## config.mk

```make
export PLATFORM = sky130hd
export DESIGN_NAME = warp_lsu
export DESIGN_NICKNAME = d
export VERILOG_FILES = /design/src/rtl/warp_lsu_pkg.sv /design/src/rtl/lane_priority_sel.sv /design/src/rtl/warp_lsu.sv
export SDC_FILE = /design/constraint.sdc
export NUM_CORES = 2
export LEC_CHECK = 0
export ABC_AREA = 1
export CAP_MARGIN = 15
export CORE_AREA = 2 2 633 635
export CTS_BUF_LIST = sky130_fd_sc_hd__clkbuf_4
export DETAILED_ROUTE_END_ITERATION = 7
export DIE_AREA = 0 0 635 637
export PLACE_DENSITY = 0.33
export SLEW_MARGIN = 10
export SYNTH_ARGS = -nofsm -noshare
export SYNTH_HDL_FRONTEND = slang
export SYNTH_SLANG_ARGS = --single-unit
```

## constraint.sdc

```tcl
create_clock -name clk -period 20 [get_ports clk]
set_input_delay 2 -clock clk [delete_from_list [all_inputs] [get_ports clk]]
set_output_delay 2 -clock clk [all_outputs]
set_load 0.01 [all_outputs]
```

## src/rtl/warp_lsu_pkg.sv

```systemverilog
// Shared types for the warp pipeline: warp/LSU state enums, data word type and default widths.
`ifndef DATA_WIDTH
`define DATA_WIDTH 16
`endif

package warp_lsu_pkg;

    localparam int LSU_DATA_WIDTH = `DATA_WIDTH;
    localparam int LSU_ADDR_WIDTH = 8;

    typedef logic [LSU_DATA_WIDTH-1:0] data_t;

    typedef enum logic [2:0] {
        WARP_IDLE,
        WARP_FETCH,
        WARP_DECODE,
        WARP_REQUEST,
        WARP_WAIT,
        WARP_EXECUTE,
        WARP_UPDATE,
        WARP_DONE
    } warp_state_t;

    typedef enum logic [1:0] {
        LSU_IDLE,
        LSU_REQUESTING,
        LSU_DONE
    } lsu_state_t;

endpackage

```

## src/rtl/lane_priority_sel.sv

```systemverilog
// Lowest-set-bit encoder over a lane mask; idx is only meaningful when any is high.
module lane_priority_sel #(
    parameter int LANES = 32,
    parameter int IDX_W = (LANES > 1) ? $clog2(LANES) : 1
) (
    input  logic [LANES-1:0] mask,
    output logic [IDX_W-1:0] idx,
    output logic             any
);

    always_comb begin
        idx = '0;
        any = |mask;
        // Scan downward so the lowest set bit is the last one written.
        for (int i = LANES - 1; i >= 0; i--) begin
            if (mask[i]) begin
                idx = IDX_W'(i);
            end
        end
    end

endmodule

```

## src/rtl/warp_lsu.sv

```systemverilog
// Warp load/store unit: latches per-lane addresses/data at launch, then serializes
// active lanes lowest-first onto one read or write valid/ready port.
module warp_lsu
    import warp_lsu_pkg::*;
#(
    parameter int THREADS_PER_WARP = 32,
    parameter int DATA_WIDTH       = LSU_DATA_WIDTH,
    parameter int ADDR_WIDTH       = LSU_ADDR_WIDTH
) (
    input  logic                        clk,
    input  logic                        reset,
    input  logic                        enable,
    input  logic [THREADS_PER_WARP-1:0] thread_enable,
    input  warp_state_t                 warp_state,
    input  logic                        decoded_mem_read_enable,
    input  logic                        decoded_mem_write_enable,
    input  logic [DATA_WIDTH-1:0]       decoded_immediate,
    input  logic [DATA_WIDTH-1:0]       rs1 [THREADS_PER_WARP],
    input  logic [DATA_WIDTH-1:0]       rs2 [THREADS_PER_WARP],
    output logic                        mem_read_valid,
    output logic [ADDR_WIDTH-1:0]       mem_read_address,
    input  logic                        mem_read_ready,
    input  logic [DATA_WIDTH-1:0]       mem_read_data,
    output logic                        mem_write_valid,
    output logic [ADDR_WIDTH-1:0]       mem_write_address,
    output logic [DATA_WIDTH-1:0]       mem_write_data,
    input  logic                        mem_write_ready,
    output logic [DATA_WIDTH-1:0]       lsu_out [THREADS_PER_WARP],
    output lsu_state_t                  lsu_state
);

    localparam int IDX_W = (THREADS_PER_WARP > 1) ? $clog2(THREADS_PER_WARP) : 1;
    localparam logic [THREADS_PER_WARP-1:0] LANE_ONE = 1;

    logic [THREADS_PER_WARP-1:0] pending;
    logic [THREADS_PER_WARP-1:0] pending_next;
    logic                        op_read;
    logic [ADDR_WIDTH-1:0]       addr  [THREADS_PER_WARP];
    logic [DATA_WIDTH-1:0]       wdata [THREADS_PER_WARP];
    logic [IDX_W-1:0]            sel;
    logic                        any_pending;
    logic                        active;
    logic                        is_mem;
    logic                        xfer;

    lane_priority_sel #(
        .LANES (THREADS_PER_WARP),
        .IDX_W (IDX_W)
    ) u_sel (
        .mask (pending),
        .idx  (sel),
        .any  (any_pending)
    );

    // Port outputs derive only from registered state, so they hold while enable is low
    // and stay stable until the handshake completes.
    assign active            = (lsu_state == LSU_REQUESTING) && any_pending;
    assign mem_read_valid    = active && op_read;
    assign mem_write_valid   = active && !op_read;
    assign mem_read_address  = mem_read_valid  ? addr[sel]  : '0;
    assign mem_write_address = mem_write_valid ? addr[sel]  : '0;
    assign mem_write_data    = mem_write_valid ? wdata[sel] : '0;

    assign is_mem       = decoded_mem_read_enable | decoded_mem_write_enable;
    assign xfer         = (mem_read_valid & mem_read_ready) | (mem_write_valid & mem_write_ready);
    assign pending_next = pending & ~(LANE_ONE << sel);

    always_ff @(posedge clk) begin
        if (reset) begin
            lsu_state <= LSU_IDLE;
            pending   <= '0;
            op_read   <= 1'b0;
            for (int i = 0; i < THREADS_PER_WARP; i++) begin
                lsu_out[i] <= '0;
                addr[i]    <= '0;
                wdata[i]   <= '0;
            end
        end else if (enable) begin
            case (lsu_state)
                LSU_IDLE: begin
                    if (warp_state == WARP_WAIT && is_mem) begin
                        if (thread_enable != '0) begin
                            lsu_state <= LSU_REQUESTING;
                            pending   <= thread_enable;
                            op_read   <= decoded_mem_read_enable;
                            for (int i = 0; i < THREADS_PER_WARP; i++) begin
                                addr[i]  <= ADDR_WIDTH'(rs1[i] + decoded_immediate);
                                wdata[i] <= rs2[i];
                            end
                        end else begin
                            lsu_state <= LSU_DONE;
                        end
                    end
                end
                LSU_REQUESTING: begin
                    if (xfer) begin
                        pending <= pending_next;
                        if (op_read) begin
                            lsu_out[sel] <= mem_read_data;
                        end
                        if (pending_next == '0) begin
                            lsu_state <= LSU_DONE;
                        end
                    end
                end
                LSU_DONE: begin
                    if (warp_state == WARP_UPDATE) begin
                        lsu_state <= LSU_IDLE;
                    end
                end
                default: lsu_state <= LSU_IDLE;
            endcase
        end
    end

endmodule

```

==> After elaboration in Yosys (flattened, before gate mapping) <==
Memories as Yosys holds them, arrays and structs flattened.
Cells that the tools add are included.
{ "word_totals": {"ff_bits": 547, "mem_bits_rw": 768, "inputBits": 1098, "output_inout_bits": 548, "word_cells": 287, "mem_count": 2} }
{ "classes": {"add_sub_neg": 32, "order_cmp": 2, "eq_ne": 9, "shift": 1, "n_mux": 120, "n_bitwise": 71, "reduce_logical": 15} }
{ "mem_list": {"columns": ["memory", "depth", "width", "rd", "rd_clocked_by_memory_dff", "wr", "line_no", "source"], "rows": [
  ["wdata", 32, 16, 1, 0, 32, "warp_lsu.sv:39", "logic [DATA_WIDTH-1:0] wdata [THREADS_PER_WARP];"],
  ["addr", 32, 8, 1, 0, 32, "warp_lsu.sv:38", "logic [ADDR_WIDTH-1:0] addr [THREADS_PER_WARP];"]
]} }
{ "ops": {"columns": ["cell", "count"], "rows": [
  ["16-bit 2-to-1 mux", 34],
  ["512-bit bitwise mux", 1],
  ["8-bit 2-to-1 mux", 34],
  ["8-bit adder", 32],
  ["5-bit 2-to-1 mux", 32],
  ["32-bit 2-to-1 mux", 3],
  ["16-bit demux with 5-bit select", 1],
  ["1-bit bitwise OR", 66],
  ["32-bit one-hot mux with 2 select lines", 1],
  ["32-bit AND", 1],
  ["32-bit logical NOT", 1],
  ["32-bit NOT", 1],
  ["32-bit nonzero test", 1],
  ["32-bit OR reduction", 1],
  ["1-bit by 5-bit << shifter with 32-bit output (first input constant)", 1],
  ["2-bit 2-to-1 mux", 5],
  ["5-bit AND reduction", 2],
  ["1-bit 2-to-1 mux", 8],
  ["2-bit != test (second input constant)", 4],
  ["4-bit AND reduction", 2],
  ["3-bit == test (second input constant)", 2],
  ["6-bit greater-or-equal comparator (second input constant)", 1],
  ["6-bit by 1-bit less-than comparator with 1-bit output (second input constant)", 1],
  ["5-bit NOT with 6-bit output", 1],
  ["other kinds (9)", 14]
]} }

==> Logic depth before layout (Yosys ltp) <==
{ "depth": {"word_depth": 39, "ltp_mapped": 42, "depth_no_buf": 42} }

==> Cells and area by module <==
Synthesis repeated with hierarchy kept, for this count alone.
{ "hier_totals": {"cells_unflattened": 7193, "area_unflattened_um2": 64280.4} }
{ "by_module_without_submodules": {"columns": ["module", "instances", "cells_each", "area_each_um2", "seq_area_each_um2"], "rows": [
  ["warp_lsu", 1, 7086, 63809.9, 34012.6],
  ["lane_priority_sel", 1, 107, 470.5, 0.0]
]} }

==> Worst setup path after synthesis <==
Ideal clock, no wire load.
{ "synth_path": {"kind": "input to register", "from": "in thread_enable[22]", "to": "mem addr[0][0] in the netlist's numbering, enable pin", "setup_ns": 5.337, "arrival_time_ns": 15.025, "required_time_ns": 14.663, "path_slack_ns": -0.361, "path_stages": 6, "n_path_buf": 0, "cell_sequence": "nor4_1 nand4_1 nor2_1 nor3_1 nand2_1 nand2_1"} }
{ "synth_lines": {"columns": ["item", "line_no", "source"], "rows": [
  ["from (decl)", "warp_lsu.sv:13", "input logic [THREADS_PER_WARP-1:0] thread_enable,"],
  ["to (decl)", "warp_lsu.sv:38", null]
]} }

==> Worst setup path after layout <==
{ "layout_path": {"from": "reg pending[31]", "to": "out mem_write_data[7]"} }
{ "layout_between": {"elab_chain_cells": 34, "word_cells_on_any_way": 37, "cone_classes": "mux (33); reduce/logical (3); memory (1)"} }
{ "layout_rtl": {"columns": ["item", "line_no", "source"], "rows": [
  ["from (decl)", "warp_lsu.sv:35", "logic [THREADS_PER_WARP-1:0] pending;"],
  ["from (signal assigned)", "warp_lsu.sv:84", "pending <= thread_enable;"],
  ["from (signal assigned)", "warp_lsu.sv:97", "pending <= pending_next;"],
  ["5-bit 2-to-1 mux (32 in series)", "lane_priority_sel.sv:16", "if (mask[i]) begin"],
  ["memory read 32 x 16 bit", null, null],
  ["16-bit 2-to-1 mux (*)", "warp_lsu.sv:62", "assign mem_write_data = mem_write_valid ? wdata[sel] : '0;"],
  ["to (decl)", "warp_lsu.sv:26", "output logic [DATA_WIDTH-1:0] mem_write_data,"]
]} }
Mark *: on every way between the ends. The rest lies on a longest branch, timed or not.

==> metrics.txt <==
non-filler cells, final=14350; initial core utilization=15.78%; Fin. Hold Viols=0; ys flop type=edfxtp_1; first-pass GRT wire length=476500 um; maxcap violations=0; Synth area leader=edfxtp_1; setup bufs post-CTS=0; FMAX=0.09331 GHz; Yosys top cell area share=36.71%; CTS Hold Buffers Added=0; Seq pwr share=38.5%; startpoint types=flop; area of the die=404500 um^2; setup TNS=0 ns; syn nets=8619; First-pass DRT Iterations=5; CP Data Required Time=18.00 ns; Synth area leaders=edfxtp_1, dfxtp_1, nor2_1; Pwr per Cell Area=89.06 nW/um^2; EDFF count, synth=768; Int Pwr=0.004931 W; most common cell after layout, fill and taps aside=nor2_1; dpl hpwl=258100 um; largest net degree at the start of global routing=240; Routed WL=354400 um; Clk Tree Root Cell=clkbuf_4; Syn Inst Count=7265; Placeable Area=398000 um^2; Die W=635 um; crit-path max FO=61; Top Ports=1646; FF-to-FF setup slack=13.58 ns; CTS tree=done; clock sinks=1315; DRC errors left=0; clk_lat worst skew=1.42 ns; worst-margin pin slew=1.158 ns; synthesized flop and latch total=1315; CTS max path bufs=4; initial drt markers=3675; WS Path Type=reg -> out; TritonCTS buffer count=408; vias per cell=3.961; critical path's largest stage delay=0.90 ns; synth unique cells=40; clock power share=35.2%; warnings from Yosys=0; dpl cells=13600; clk slew on worst S/H paths=0.06 ns; detailed-route via count=56840; Period minus WS final=10.72 ns; FFs w/ async S/R, synth=0%; vias in the first global route=56930; FILL cells=44060; CP dominant cell by count=nand2_1; antenna violations before repair=140; buffer and inverter count on the worst path=4; PortBufs=1381; fin nets=10110; cts repair resizes=0; status=finished, final reports clean; Area growth syn-to-layout=39.60%; power share of the combinational group=26.3%; # rows=232; Final Setup Violations=0; share of post-route cells with drive strength above 1=9.153%; die height=637 um; Setup crit end kind=primary output; Slew HR=22.77%; sequential share of the synthesized area=54.15%; area occupied by multi-input gates=22940 um^2; FF/Latch Area=34010 um^2; H-Tree Depth=5; Final Skew=0.1362 ns; Overall Global Routing Usage=16.88%; drt wl/cell=24.70 um; CP delay by family, top=simple AND/OR/NAND/NOR gates; max-slew violations=0; GRT overflow=0; crit share post-route=53.59%; sw frac=36.86%; commonest cells after routing, fill and taps aside=nor2_1, clkdlybuf4s50_1, inv_1; leakage power=35.95 nW; post-synthesis area per instance=8.646 um^2; Crit-path slowest cell=clkinv_1; GPL Wtd Cong=0.8399; RSZ-0062 raised after global routing=no; Worst EP arrival=8.72 ns; Post-Syn Area=62820 um^2; min-delay worst type=reg -> reg; Psw=0.002878 W; remaining antenna violation count=0; peak supply drop=0.06220 mV
## metrics by stage
stage               area [um^2]  setup slack (ns)  util, %  hold WS [ns]  power [W]
global placement          82470             10.52    20.72        0.4329   0.005185
finish                    87690             9.283    22.03        0.4431   0.007809
CTS                       87520             8.856    21.99        0.4442   0.008027
floorplan                 62820             7.524        -        0.4584   0.004067
detailed placement        82470             10.56    20.72        0.4353   0.005183
global route              87650             8.648    22.02        0.4595   0.008287
## synthesized netlist by cell type, types with 60 or more instances
cell and n:
nor2_1 1799, o21ai_1 85, o22ai_1 133, inv_1 1140, ha_1 224, nand2_1 421
o31ai_1 134, o21ai_0 608, o221ai_1 60, dfxtp_1 547, edfxtp_1 768, nor3_1 64
a21oi_1 494, clkbuf_1 308
## power groups by stage
stage	Combinational (W)	Sequential, W	Clock, W
after floorplan	0.000980	0.00309	0
after global placement	0.00212	0.00306	0
after detailed placement	0.00212	0.00306	0
after CTS	0.00213	0.00300	0.00289
after global routing	0.00225	0.00301	0.00302
final	0.00205	0.00301	0.00275
## routing by layer
layer / share of wire, % / global-route usage [%]
met5: 0.13 / 0
met4: 3.3 / 5.492
met3: 6.3 / 3.972
met2: 46 / 27.68
met1: 44 / 21.76
## registers in the layout, indices dropped and copies added (netlist names)
register   flops
addr         256
lsu_out      512
pending       32
op_read        1
lsu_state      2
wdata        512
## logic make-up after synthesis
| logic type | share of synthesized area, % |
|---|---|
| simple gates | 15.31 |
| fa+ha+maj | 5.482 |
| buf+inv | 9.603 |
| compound gates | 14.65 |
| flops | 54.15 |
| xor+xnor | 0.8087 |
## final cells by class
class                      count  area share [%]
antenna                       39          0.1113
clock buffer                 611           5.231
clock inverter                92          0.5336
inverter                    1152           4.955
multi-input combinational   4387           26.16
sequential                  1315           38.79
tap                         5265           7.512
timing repair buffer        1489           16.71
## final timing paths
kind	depth (start not counted)	endpoint	start
worst max-delay path	26	mem_write_data[7]	pending[31]$_SDFFE_PP0P_
worst min-delay path	2	lsu_out[465]$_SDFFE_PP0P_	lsu_out[465]$_SDFFE_PP0P_
worst max register to register	17	lsu_out[138]$_SDFFE_PP0P_	lsu_state[0]$_SDFFE_PP0P_
worst min register to register	2	lsu_out[465]$_SDFFE_PP0P_	lsu_out[465]$_SDFFE_PP0P_
## worst min-delay path, stage by stage (launching register included)
cell and delay (ns):
dfxtp_1 0.31, inv_1 0.05, a21oi_1 0.04
Power figures use the tool's default switching activity.
